File: config.mk
export PLATFORM = sky130hd
export DESIGN_NAME = store_size_unit_flat
export DESIGN_NICKNAME = d
export VERILOG_FILES = /design/src/rtl/mips_mem_pkg.sv /design/src/rtl/store_size_if.sv /design/src/rtl/store_merge.sv /design/src/rtl/store_size_unit.sv /design/src/flat_wrapper.sv
export SDC_FILE = /design/constraint.sdc
export NUM_CORES = 1
export LEC_CHECK = 0
export BUFFER_PORTS_ARGS = -buffer_cell sky130_fd_sc_hd__buf_4
export CORE_MARGIN = 4
export CORE_UTILIZATION = 50
export CTS_CLUSTER_SIZE = 16
export DETAILED_ROUTE_END_ITERATION = 12
export HOLD_SLACK_MARGIN = 0.15
export PLACE_DENSITY = 0.79
export SYNTH_ARGS = -nofsm -noshare
export SYNTH_HDL_FRONTEND = slang
export SYNTH_SLANG_ARGS = --single-unit
File: constraint.sdc
create_clock -name clk -period 2.6 [get_ports clk]
set_input_delay 0.26 -clock clk [delete_from_list [all_inputs] [get_ports clk]]
set_output_delay 0.26 -clock clk [all_outputs]
set_load 0.005 [all_outputs]
File: src/rtl/mips_mem_pkg.sv
// rtl/mips_mem_pkg.sv - shared store-size encodings, store FSM states and latency limit
package mips_mem_pkg;

    localparam logic [1:0] SZ_WORD = 2'b00;
    localparam logic [1:0] SZ_HALF = 2'b01;
    localparam logic [1:0] SZ_BYTE = 2'b10;
    localparam logic [1:0] SZ_RSVD = 2'b11;

    // Highest memory read latency the store unit's counter can cover.
    localparam int RL_MAX = 3;

    typedef enum logic [2:0] {
        ST_IDLE  = 3'd0,
        ST_RD    = 3'd1,
        ST_MERGE = 3'd2,
        ST_WR    = 3'd3,
        ST_DONE  = 3'd4,
        ST_ERR   = 3'd5
    } store_state_t;

    // True when a request cannot be performed at this address: reserved
    // size, halfword on an odd byte, or word not on a 4-byte boundary.
    function automatic logic is_misaligned(input logic [1:0] size, input logic [31:0] addr);
        logic bad;
        case (size)
            SZ_WORD: bad = (addr[1:0] != 2'b00);
            SZ_HALF: bad = addr[0];
            SZ_BYTE: bad = 1'b0;
            default: bad = 1'b1;
        endcase
        return bad;
    endfunction

endpackage

File: src/rtl/store_size_if.sv
// rtl/store_size_if.sv - store request handshake and word-memory port bundle
// Signals: start/store_size/addr/wdata request in, busy/done/misaligned status out,
// mem_addr/mem_wr/mem_wdata write port out, mem_rdata read data in.
// slave = store unit side, master = control unit / memory side.
interface store_size_if;
    logic        start;
    logic [1:0]  store_size;
    logic [31:0] addr;
    logic [31:0] wdata;
    logic [31:0] mem_rdata;
    logic [31:0] mem_addr;
    logic        mem_wr;
    logic [31:0] mem_wdata;
    logic        busy;
    logic        done;
    logic        misaligned;

    modport slave (
        input  start, store_size, addr, wdata, mem_rdata,
        output mem_addr, mem_wr, mem_wdata, busy, done, misaligned
    );

    modport master (
        output start, store_size, addr, wdata, mem_rdata,
        input  mem_addr, mem_wr, mem_wdata, busy, done, misaligned
    );
endinterface

File: src/rtl/store_merge.sv
// rtl/store_merge.sv - combinational little-endian lane insert of a store operand into a word
// Ports: old_word (word read from memory), wdata (store operand), size (store size),
// lane (addr[1:0]), merged (old_word with the addressed lane(s) replaced).
import mips_mem_pkg::*;

module store_merge (
    input  logic [31:0] old_word,
    input  logic [31:0] wdata,
    input  logic [1:0]  size,
    input  logic [1:0]  lane,
    output logic [31:0] merged
);

    always_comb begin
        merged = old_word;
        case (size)
            SZ_HALF: begin
                // lane[0] is ignored: a halfword always starts on an even lane
                if (lane[1]) merged[31:16] = wdata[15:0];
                else         merged[15:0]  = wdata[15:0];
            end
            SZ_BYTE: begin
                case (lane)
                    2'd0:    merged[7:0]   = wdata[7:0];
                    2'd1:    merged[15:8]  = wdata[7:0];
                    2'd2:    merged[23:16] = wdata[7:0];
                    default: merged[31:24] = wdata[7:0];
                endcase
            end
            default: merged = wdata;
        endcase
    end

endmodule

File: src/rtl/store_size_unit.sv
// rtl/store_size_unit.sv - word/halfword/byte store to a 32-bit word memory via read-modify-write
// Ports: clk, reset (async active-low), bus (store_size_if.slave: request, status, memory port).
// Parameter READ_LATENCY (1..RL_MAX): cycles from mem_addr to valid mem_rdata.
// Option STORE_SIZE_MISALIGN_CHECK_EN: when defined, misaligned/reserved requests are
// rejected with a misaligned pulse; otherwise low address bits are ignored and the
// reserved size behaves as a word store.
import mips_mem_pkg::*;

module store_size_unit #(
    parameter int READ_LATENCY = 1
) (
    input  logic         clk,
    input  logic         reset,
    store_size_if.slave  bus
);

    localparam logic [1:0] LAT_LAST = 2'(READ_LATENCY - 1);

    store_state_t state, state_nx;
    logic [31:0]  addr_q;
    logic [1:0]   size_q;
    logic [31:0]  wdata_q;
    logic [31:0]  wout_q;
    logic [1:0]   lat_cnt;
    logic [31:0]  merged;
    logic         bad;
    logic         sub_word;
    logic         accept;

`ifdef STORE_SIZE_MISALIGN_CHECK_EN
    assign bad            = is_misaligned(bus.store_size, bus.addr);
    assign bus.misaligned = (state == ST_ERR);
`else
    assign bad            = 1'b0;
    assign bus.misaligned = 1'b0;
`endif

    assign sub_word = (bus.store_size == SZ_HALF) || (bus.store_size == SZ_BYTE);
    assign accept   = (state == ST_IDLE) && bus.start;

    store_merge u_merge (
        .old_word (bus.mem_rdata),
        .wdata    (wdata_q),
        .size     (size_q),
        .lane     (addr_q[1:0]),
        .merged   (merged)
    );

    // Reset is asynchronous so a store caught in WR never completes its write.
    always_ff @(posedge clk or negedge reset) begin
        if (!reset) state <= ST_IDLE;
        else        state <= state_nx;
    end

    always_comb begin
        state_nx = state;
        case (state)
            ST_IDLE: begin
                if (bus.start) begin
                    if (bad)           state_nx = ST_ERR;
                    else if (sub_word) state_nx = ST_RD;
                    else               state_nx = ST_WR;
                end
            end
            ST_RD:    if (lat_cnt == LAT_LAST) state_nx = ST_MERGE;
            ST_MERGE: state_nx = ST_WR;
            ST_WR:    state_nx = ST_DONE;
            ST_DONE:  state_nx = ST_IDLE;
            ST_ERR:   state_nx = ST_IDLE;
            default:  state_nx = ST_IDLE;
        endcase
    end

    always_ff @(posedge clk or negedge reset) begin
        if (!reset) begin
            addr_q  <= '0;
            size_q  <= SZ_WORD;
            wdata_q <= '0;
            wout_q  <= '0;
            lat_cnt <= '0;
        end else begin
            if (accept) begin
                addr_q  <= bus.addr;
                size_q  <= bus.store_size;
                wdata_q <= bus.wdata;
                // Full-word stores skip the read, so the write word is loaded now.
                if (!bad && !sub_word) wout_q <= bus.wdata;
            end
            if (state == ST_MERGE) wout_q <= merged;
            // RD is only entered from IDLE, so holding zero in IDLE clears it on entry.
            if (state == ST_RD) lat_cnt <= lat_cnt + 2'd1;
            else                lat_cnt <= '0;
        end
    end

    assign bus.mem_addr  = {addr_q[31:2], 2'b00};
    assign bus.mem_wdata = wout_q;
    assign bus.mem_wr    = (state == ST_WR);
    assign bus.busy      = (state != ST_IDLE);
    assign bus.done      = (state == ST_DONE);

endmodule
File: src/flat_wrapper.sv
// flat-port wrapper written by rule: the top's interface ports become plain ports
module store_size_unit_flat 
#(
    parameter int READ_LATENCY = 1
)
  (clk, reset, bus_start, bus_store_size, bus_addr, bus_wdata, bus_mem_rdata, bus_mem_addr, bus_mem_wr, bus_mem_wdata, bus_busy, bus_done, bus_misaligned);
  store_size_if bus_i ();
  input  logic clk;
  input  logic reset;
  input wire logic [$bits(bus_i.start)-1:0] bus_start;
  input wire logic [$bits(bus_i.store_size)-1:0] bus_store_size;
  input wire logic [$bits(bus_i.addr)-1:0] bus_addr;
  input wire logic [$bits(bus_i.wdata)-1:0] bus_wdata;
  input wire logic [$bits(bus_i.mem_rdata)-1:0] bus_mem_rdata;
  output wire logic [$bits(bus_i.mem_addr)-1:0] bus_mem_addr;
  output wire logic [$bits(bus_i.mem_wr)-1:0] bus_mem_wr;
  output wire logic [$bits(bus_i.mem_wdata)-1:0] bus_mem_wdata;
  output wire logic [$bits(bus_i.busy)-1:0] bus_busy;
  output wire logic [$bits(bus_i.done)-1:0] bus_done;
  output wire logic [$bits(bus_i.misaligned)-1:0] bus_misaligned;
  assign bus_i.start = bus_start;
  assign bus_i.store_size = bus_store_size;
  assign bus_i.addr = bus_addr;
  assign bus_i.wdata = bus_wdata;
  assign bus_i.mem_rdata = bus_mem_rdata;
  assign bus_mem_addr = bus_i.mem_addr;
  assign bus_mem_wr = bus_i.mem_wr;
  assign bus_mem_wdata = bus_i.mem_wdata;
  assign bus_busy = bus_i.busy;
  assign bus_done = bus_i.done;
  assign bus_misaligned = bus_i.misaligned;
  store_size_unit #(.READ_LATENCY(READ_LATENCY)) u_core (.clk(clk), .reset(reset), .bus(bus_i));
endmodule
* Word-level counts from Yosys, hierarchy flattened
Index checks and enable logic that the tools add are counted.
** Word-level totals
- Register bits after elaboration :: 103
- Logic and storage cells :: 45
- Bits of input ports :: 101
** Cells by class
- Reduce and logical (&&, ||, !) cells :: 10
- Multiplexer cells :: 15
- Add/sub/neg operators :: 1
- Eq/ne operators :: 13
** Operators with widths (number)
- 2-to-1 mux 32 bit :: 3
- case mux 32 bit (2 select lines) :: 1
- 2-to-1 mux 16 bit :: 2
- 2-to-1 mux 8 bit :: 4
- case mux 3 bit (4 select lines) :: 1
- equality test 2 x 1 -> 1 bit (second input constant) :: 3
- equality test 2 bit (second input constant) :: 3
- equality test 3 x 2 -> 1 bit (second input constant) :: 2
- 2-to-1 mux 3 bit :: 2
- zero test 2 bit :: 2
- 2-to-1 mux 2 bit :: 2
- inequality test 2 bit (second input constant) :: 2
- AND reduction 2 bit :: 2
- equality test 3 x 1 -> 1 bit (second input constant) :: 1
- equality test 3 bit (second input constant) :: 1
- zero test 3 bit :: 1
- nonzero test 3 bit :: 1
- OR reduction 3 bit :: 1
- adder 2 x 1 -> 2 bit (second input constant) :: 1
- inequality test 2 x 1 -> 1 bit (second input constant) :: 1
- nonzero test 2 bit :: 1
- logical AND 1 bit :: 1
- logical OR 1 bit :: 1

* Logic depth before layout (Yosys ltp)
- Word-level depth :: 5
- Depth in mapped cells :: 7
- Mapped depth without buffers :: 6

* Cells and area by module
From an unflattened synthesis, not the netlist that was laid out.
** Second synthesis, totals
- Cells, all modules :: 637
- Area, all modules :: 5539.1 um^2
** By module, submodules not included
- store_size_unit :: area an instance 4526.8 um^2, cells each 504, times used 1
- store_merge :: area an instance 1012.2 um^2, cells each 133, times used 1

* Worst setup path before layout
OpenSTA, ideal clock, no wires.
- Path kind :: flip-flop to flip-flop
- From :: register u_core.size_q[0]
- To :: register u_core.wout_q[10] (netlist: u_core.bus.mem_wdata[10])
- Required time :: 2.506 ns
- Stages on the path, launching flop included :: 7
- Setup slack :: 0.743 ns
- Arrival :: 1.763 ns
- Library setup time :: 0.094 ns
- Path through :: dfrtp_1 -> inv_1 -> ha_1 -> buf_2 -> nor3_1 -> a221oi_1 -> a211oi_1
** On the way
- Cells in the longest elaborated chain, start to end :: 3
** RTL lines
- start: declaration :: line store_size_unit.sv:21 : logic [1:0] size_q;
- start signal: assignment :: line store_size_unit.sv:84 : size_q <= bus.store_size;
- equality test 2 bit or equality test 2 x 1 -> 1 bit (tied branches) :: line store_merge.sv:16 : case (size)
- case mux 32 bit (2 select lines) * :: line store_merge.sv:16
- 2-to-1 mux 32 bit * :: line store_size_unit.sv:89 : if (state == ST_MERGE) wout_q <= merged;
- end signal: assignment :: line store_size_unit.sv:87 : if (!bad && !sub_word) wout_q <= bus.wdata;
- end signal: assignment :: line store_size_unit.sv:89
- end: declaration :: line store_size_unit.sv:23 : logic [31:0] wout_q;
Every way passes the cells marked *; elsewhere a longest branch is shown, timed or not.
A chain may end at the register's enable or synchronous reset.

* Worst setup path in the final report
- From :: register u_core.size_q[1]
- To :: register u_core.wout_q[10] (netlist: u_core.bus.mem_wdata[10])
The elaborated chain is that of the path after synthesis.

==> impl_summary.md <==
Drt
The first-pass iteration count of the detailed router is 4. In this run the remaining antenna-violating nets after routing total 0. The DRC marker count from the first detailed-route iteration is 293. Dividing the detail-routed wire length by the instance count gives 18.69 um. The routed design has 14390 um of wire. The post-route DRC violation count is 0.

Across all layers, the routed design uses 4251 vias. The detail-routed via count per cell is 5.521.

Logic synthesis
The post-synthesis compound-gate area fraction came to 0.1311. The number of distinct library cells after synthesis is 42. After synthesis, the largest family of logic cells by area is multiplexers. The post-synth design cell area is 5086 sq um. The adder-cell share of the synthesized area is 0.007380. Of the total synthesized cell area, the portion taken by AND, OR, NAND and NOR gates is 0.06445.

The flip-flop and latch count after synthesis is 103. For this run, asynchronously set or reset flops after synthesis account for 1.000. Synthesis handed over a netlist of 422 instances. The number of enable flip-flop cells after synthesis is 0.

The mean post-synth cell area is 12.05 sq um. The mux cell area share after synthesis is 0.2111. The prevailing post-synth register cell is sky130_fd_sc_hd__dfrtp_1. The xor and xnor fraction of the mapped netlist area is 0.003198. During synthesis, Yosys emitted a total of 0 warnings. The post-synthesis sequential area ratio is 0.5068.

Worst setup path
At the worst endpoint, the arrival time is 2.36 ns. The minimum setup slack among reg-to-reg paths is 0.50 ns. The launching instance or port of the critical path is u_core.size_q[1]. The critical path is of the reg2reg type. The critical path endpoint category is a register. The logic depth of the worst register-to-register path is 7. At the worst endpoint, the required time is 2.86 ns. The startpoint identified for the worst register-to-register timing path is u_core.size_q[1]. The terminus of the critical flop-to-flop path is u_core.bus.mem_wdata[10]. The largest driver fanout on the critical path is 13.

STA classifies the critical path startpoint as a register. The destination of the critical timing path is u_core.bus.mem_wdata[10].

Flow run
Max-cap violations in this run came to 0.

Clock tree
The clock tree buffer depth is 2. The TritonCTS sink count is 103. Clock-pin slew was measured on the worst setup and hold paths at 0.11 ns.

The insertion delay of the later-clocked pin in the worst-skew pair is 0.37 ns. The number of gates resized after CTS was 0. The TritonCTS clock tree is built. The post-cts hold buffer count is 78.

Buffers inserted during clock tree synthesis total 9. The H-tree depth is 3. The post-CTS setup repair buffer count is 0. The clock tree root driver cell is sky130_fd_sc_hd__clkbuf_8.

STA
In this run the tightest slew margin relative to its limit is 0.5142. The final count of negative-setup-slack endpoints is 0. The final-report hold violation count was 0. The shortest clock period the worst path allows after layout is 2.099 ns. In the final timing run, aggregate negative setup slack is 0 ns. Across the routed clock network, the largest skew measured is 0.02124 ns. Timing would allow up to 476.5 MHz. Setup repair after global routing left no endpoint under its margin. The final count of pins violating max slew is 0.

Of the available clock period, the critical path in the final layout requires 0.8072. The slew at the pin closest to its max-slew limit is 0.7286 ns.

Place
The count of buffers added on input and output ports is 165. The standard cell area after detailed placement is 6227 sq um. The congestion estimate from routability-driven global placement came to 0.8760. The half-perimeter wire length after detailed placement is 9586 um. The instance count after placement with tap cells included is 675.

Cells and area
The summed area of non-filler cells in the final layout is 7232 sq um. Of the cells placed in the final design, the portion with a size suffix greater than 1 is 0.4364. The net count of the finished layout is 736. At the end of the flow the core is filled with cells to 0.7365. The most common library cell in the layout ignoring fill and taps is sky130_fd_sc_hd__buf_4. The layout overhead on the synthesized area is 42.19%. The number of antenna diodes is 0. The top cell types in the final layout, fill and taps aside, are sky130_fd_sc_hd__buf_4 (176), sky130_fd_sc_hd__dfrtp_1 (103), sky130_fd_sc_hd__mux2_2 (79), sky130_fd_sc_hd__dlygate4sd3_1 (79), sky130_fd_sc_hd__o21ai_0 (27). The count of cells in the finished layout, fillers not included, comes to 770.

Floorplanning
The cell row count is 36. In this run the vertical extent of the chip is 108.9 um. The area of the die is 11850 sq um. The total core area is 9819 sq um. The floorplan die width is 108.9 um.

The effective utilization at floorplan is 0.5180. The count of pins on the block boundary is 169.

Global routing
The number of antenna violations at the first check in global routing is 0. In the global route stage, overall resource usage came out at 0.2449. The number of global-route vias before repair is 4272. The wire length of the first global-routing pass is 22360 um. Entering global routing, the biggest net connects 59 pins. Global routing finished with a remaining overflow of 0.

Run status
The run finished with clean final reports.

Worst hold path
The kind of path behind the tightest hold check is in2reg.

Pwr
The design draws 8.077 mW. For this design the ratio of total power to cell area is 1117 nW/um^2. The leakage power is 3.322 nW.

The maximum resistive drop on vdd is 0.5626 mV.
## Yosys cell counts, types with 2 or more instances
cell                       count  area (sq um)
sky130_fd_sc_hd__and2_1        4         25.02
sky130_fd_sc_hd__dfrtp_1     103          2577
sky130_fd_sc_hd__a221o_1       8         80.08
sky130_fd_sc_hd__mux2_2       79         889.6
sky130_fd_sc_hd__and3b_1       2         17.52
sky130_fd_sc_hd__a221oi_1     24         210.2
sky130_fd_sc_hd__nor3_1        6         30.03
sky130_fd_sc_hd__nand2b_1      2         12.51
sky130_fd_sc_hd__ha_1          3         37.54
sky130_fd_sc_hd__mux2_1        3         33.78
sky130_fd_sc_hd__a32oi_1       3         26.28
sky130_fd_sc_hd__inv_1         6         22.52
sky130_fd_sc_hd__mux2i_1      15         150.1
sky130_fd_sc_hd__buf_4        33         247.7
sky130_fd_sc_hd__nand2_1      25         93.84
sky130_fd_sc_hd__a211oi_1      7         52.55
sky130_fd_sc_hd__nand3_1       6         30.03
sky130_fd_sc_hd__o21ai_0      27         135.1
sky130_fd_sc_hd__o22ai_1      15         93.84
sky130_fd_sc_hd__buf_2        15         75.07
sky130_fd_sc_hd__nor2_1        7         26.28
sky130_fd_sc_hd__clkbuf_1      9         33.78
## kinds of logic after synthesis
| kind of cell | after synthesis |
|---|---|
| flops | 103 |
| xor+xnor | 1 |
| buf+inv | 64 |
| other cells | 1 |
| mux | 97 |
| compound gates | 92 |
| simple gates | 61 |
| fa+ha+maj | 3 |
## layer usage
layer,up-vias,global-route usage,share of wire
li1,1947,-,-
met1,2105,0.3307,0.41
met4,0,0.08927,0.020
met5,-,0,0
met3,24,0.05329,0.084
met2,175,0.3910,0.49
## per-stage QoR
| step | setup slack (ns) | hold slack [ns] |
|---|---|---|
| floorplan | 0.7433 | -0.03559 |
| global placement | 0.6684 | 0.3519 |
| detailed placement | 0.5909 | 0.3693 |
| CTS | 0.5357 | 0.1554 |
| global route | 0.3218 | 0.1660 |
| finish | 0.5012 | 0.1672 |
## power breakdown
| part | switching, mW | internal (mW) |
|---|---|---|
| Clock | 0.586 | 0.487 |
| Combinational | 1.76 | 2.14 |
| Sequential | 0.685 | 2.42 |
| Total | 3.03 | 5.05 |
## flip-flops by register name, summed over array words and instances, names as in the netlist
| name | count |
|---|---|
| u_core.lat_cnt | 2 |
| u_core.addr_q | 32 |
| u_core.state | 3 |
| u_core.wdata_q | 32 |
| u_core.bus.mem_wdata | 32 |
| u_core.size_q | 2 |
## critical path, cell delays in order (launching register included)
cell,delay (ns)
sky130_fd_sc_hd__dfrtp_1,0.40
sky130_fd_sc_hd__inv_1,0.07
sky130_fd_sc_hd__ha_1,0.45
sky130_fd_sc_hd__o21ai_0,0.29
sky130_fd_sc_hd__a21oi_1,0.23
sky130_fd_sc_hd__buf_4,0.19
sky130_fd_sc_hd__nand2_1,0.07
sky130_fd_sc_hd__a211oi_1,0.30
## area by class of cell
class	count	area, sq um
tap	133	166.4
clock inverter	6	76.32
fill	646	2587
clock buffer	10	137.6
timing repair buffer	255	2112
inverter	6	22.52
multi-input combinational	257	2140
sequential	103	2577
## worst min path at each step
stage | depth (start not counted) | start | slack (ns) | endpoint
floorplan | 0 | reset | -0.04 | u_core.addr_q[0]
global placement | 1 | reset | 0.35 | u_core.addr_q[12]
CTS | 3 | bus_mem_rdata[8] | 0.16 | u_core.bus.mem_wdata[8]
finish | 3 | bus_mem_rdata[8] | 0.17 | u_core.bus.mem_wdata[8]
detailed placement | 1 | reset | 0.37 | u_core.addr_q[12]
global route | 3 | bus_mem_rdata[8] | 0.17 | u_core.bus.mem_wdata[8]
No activity file was read; power rests on OpenSTA's default activity.
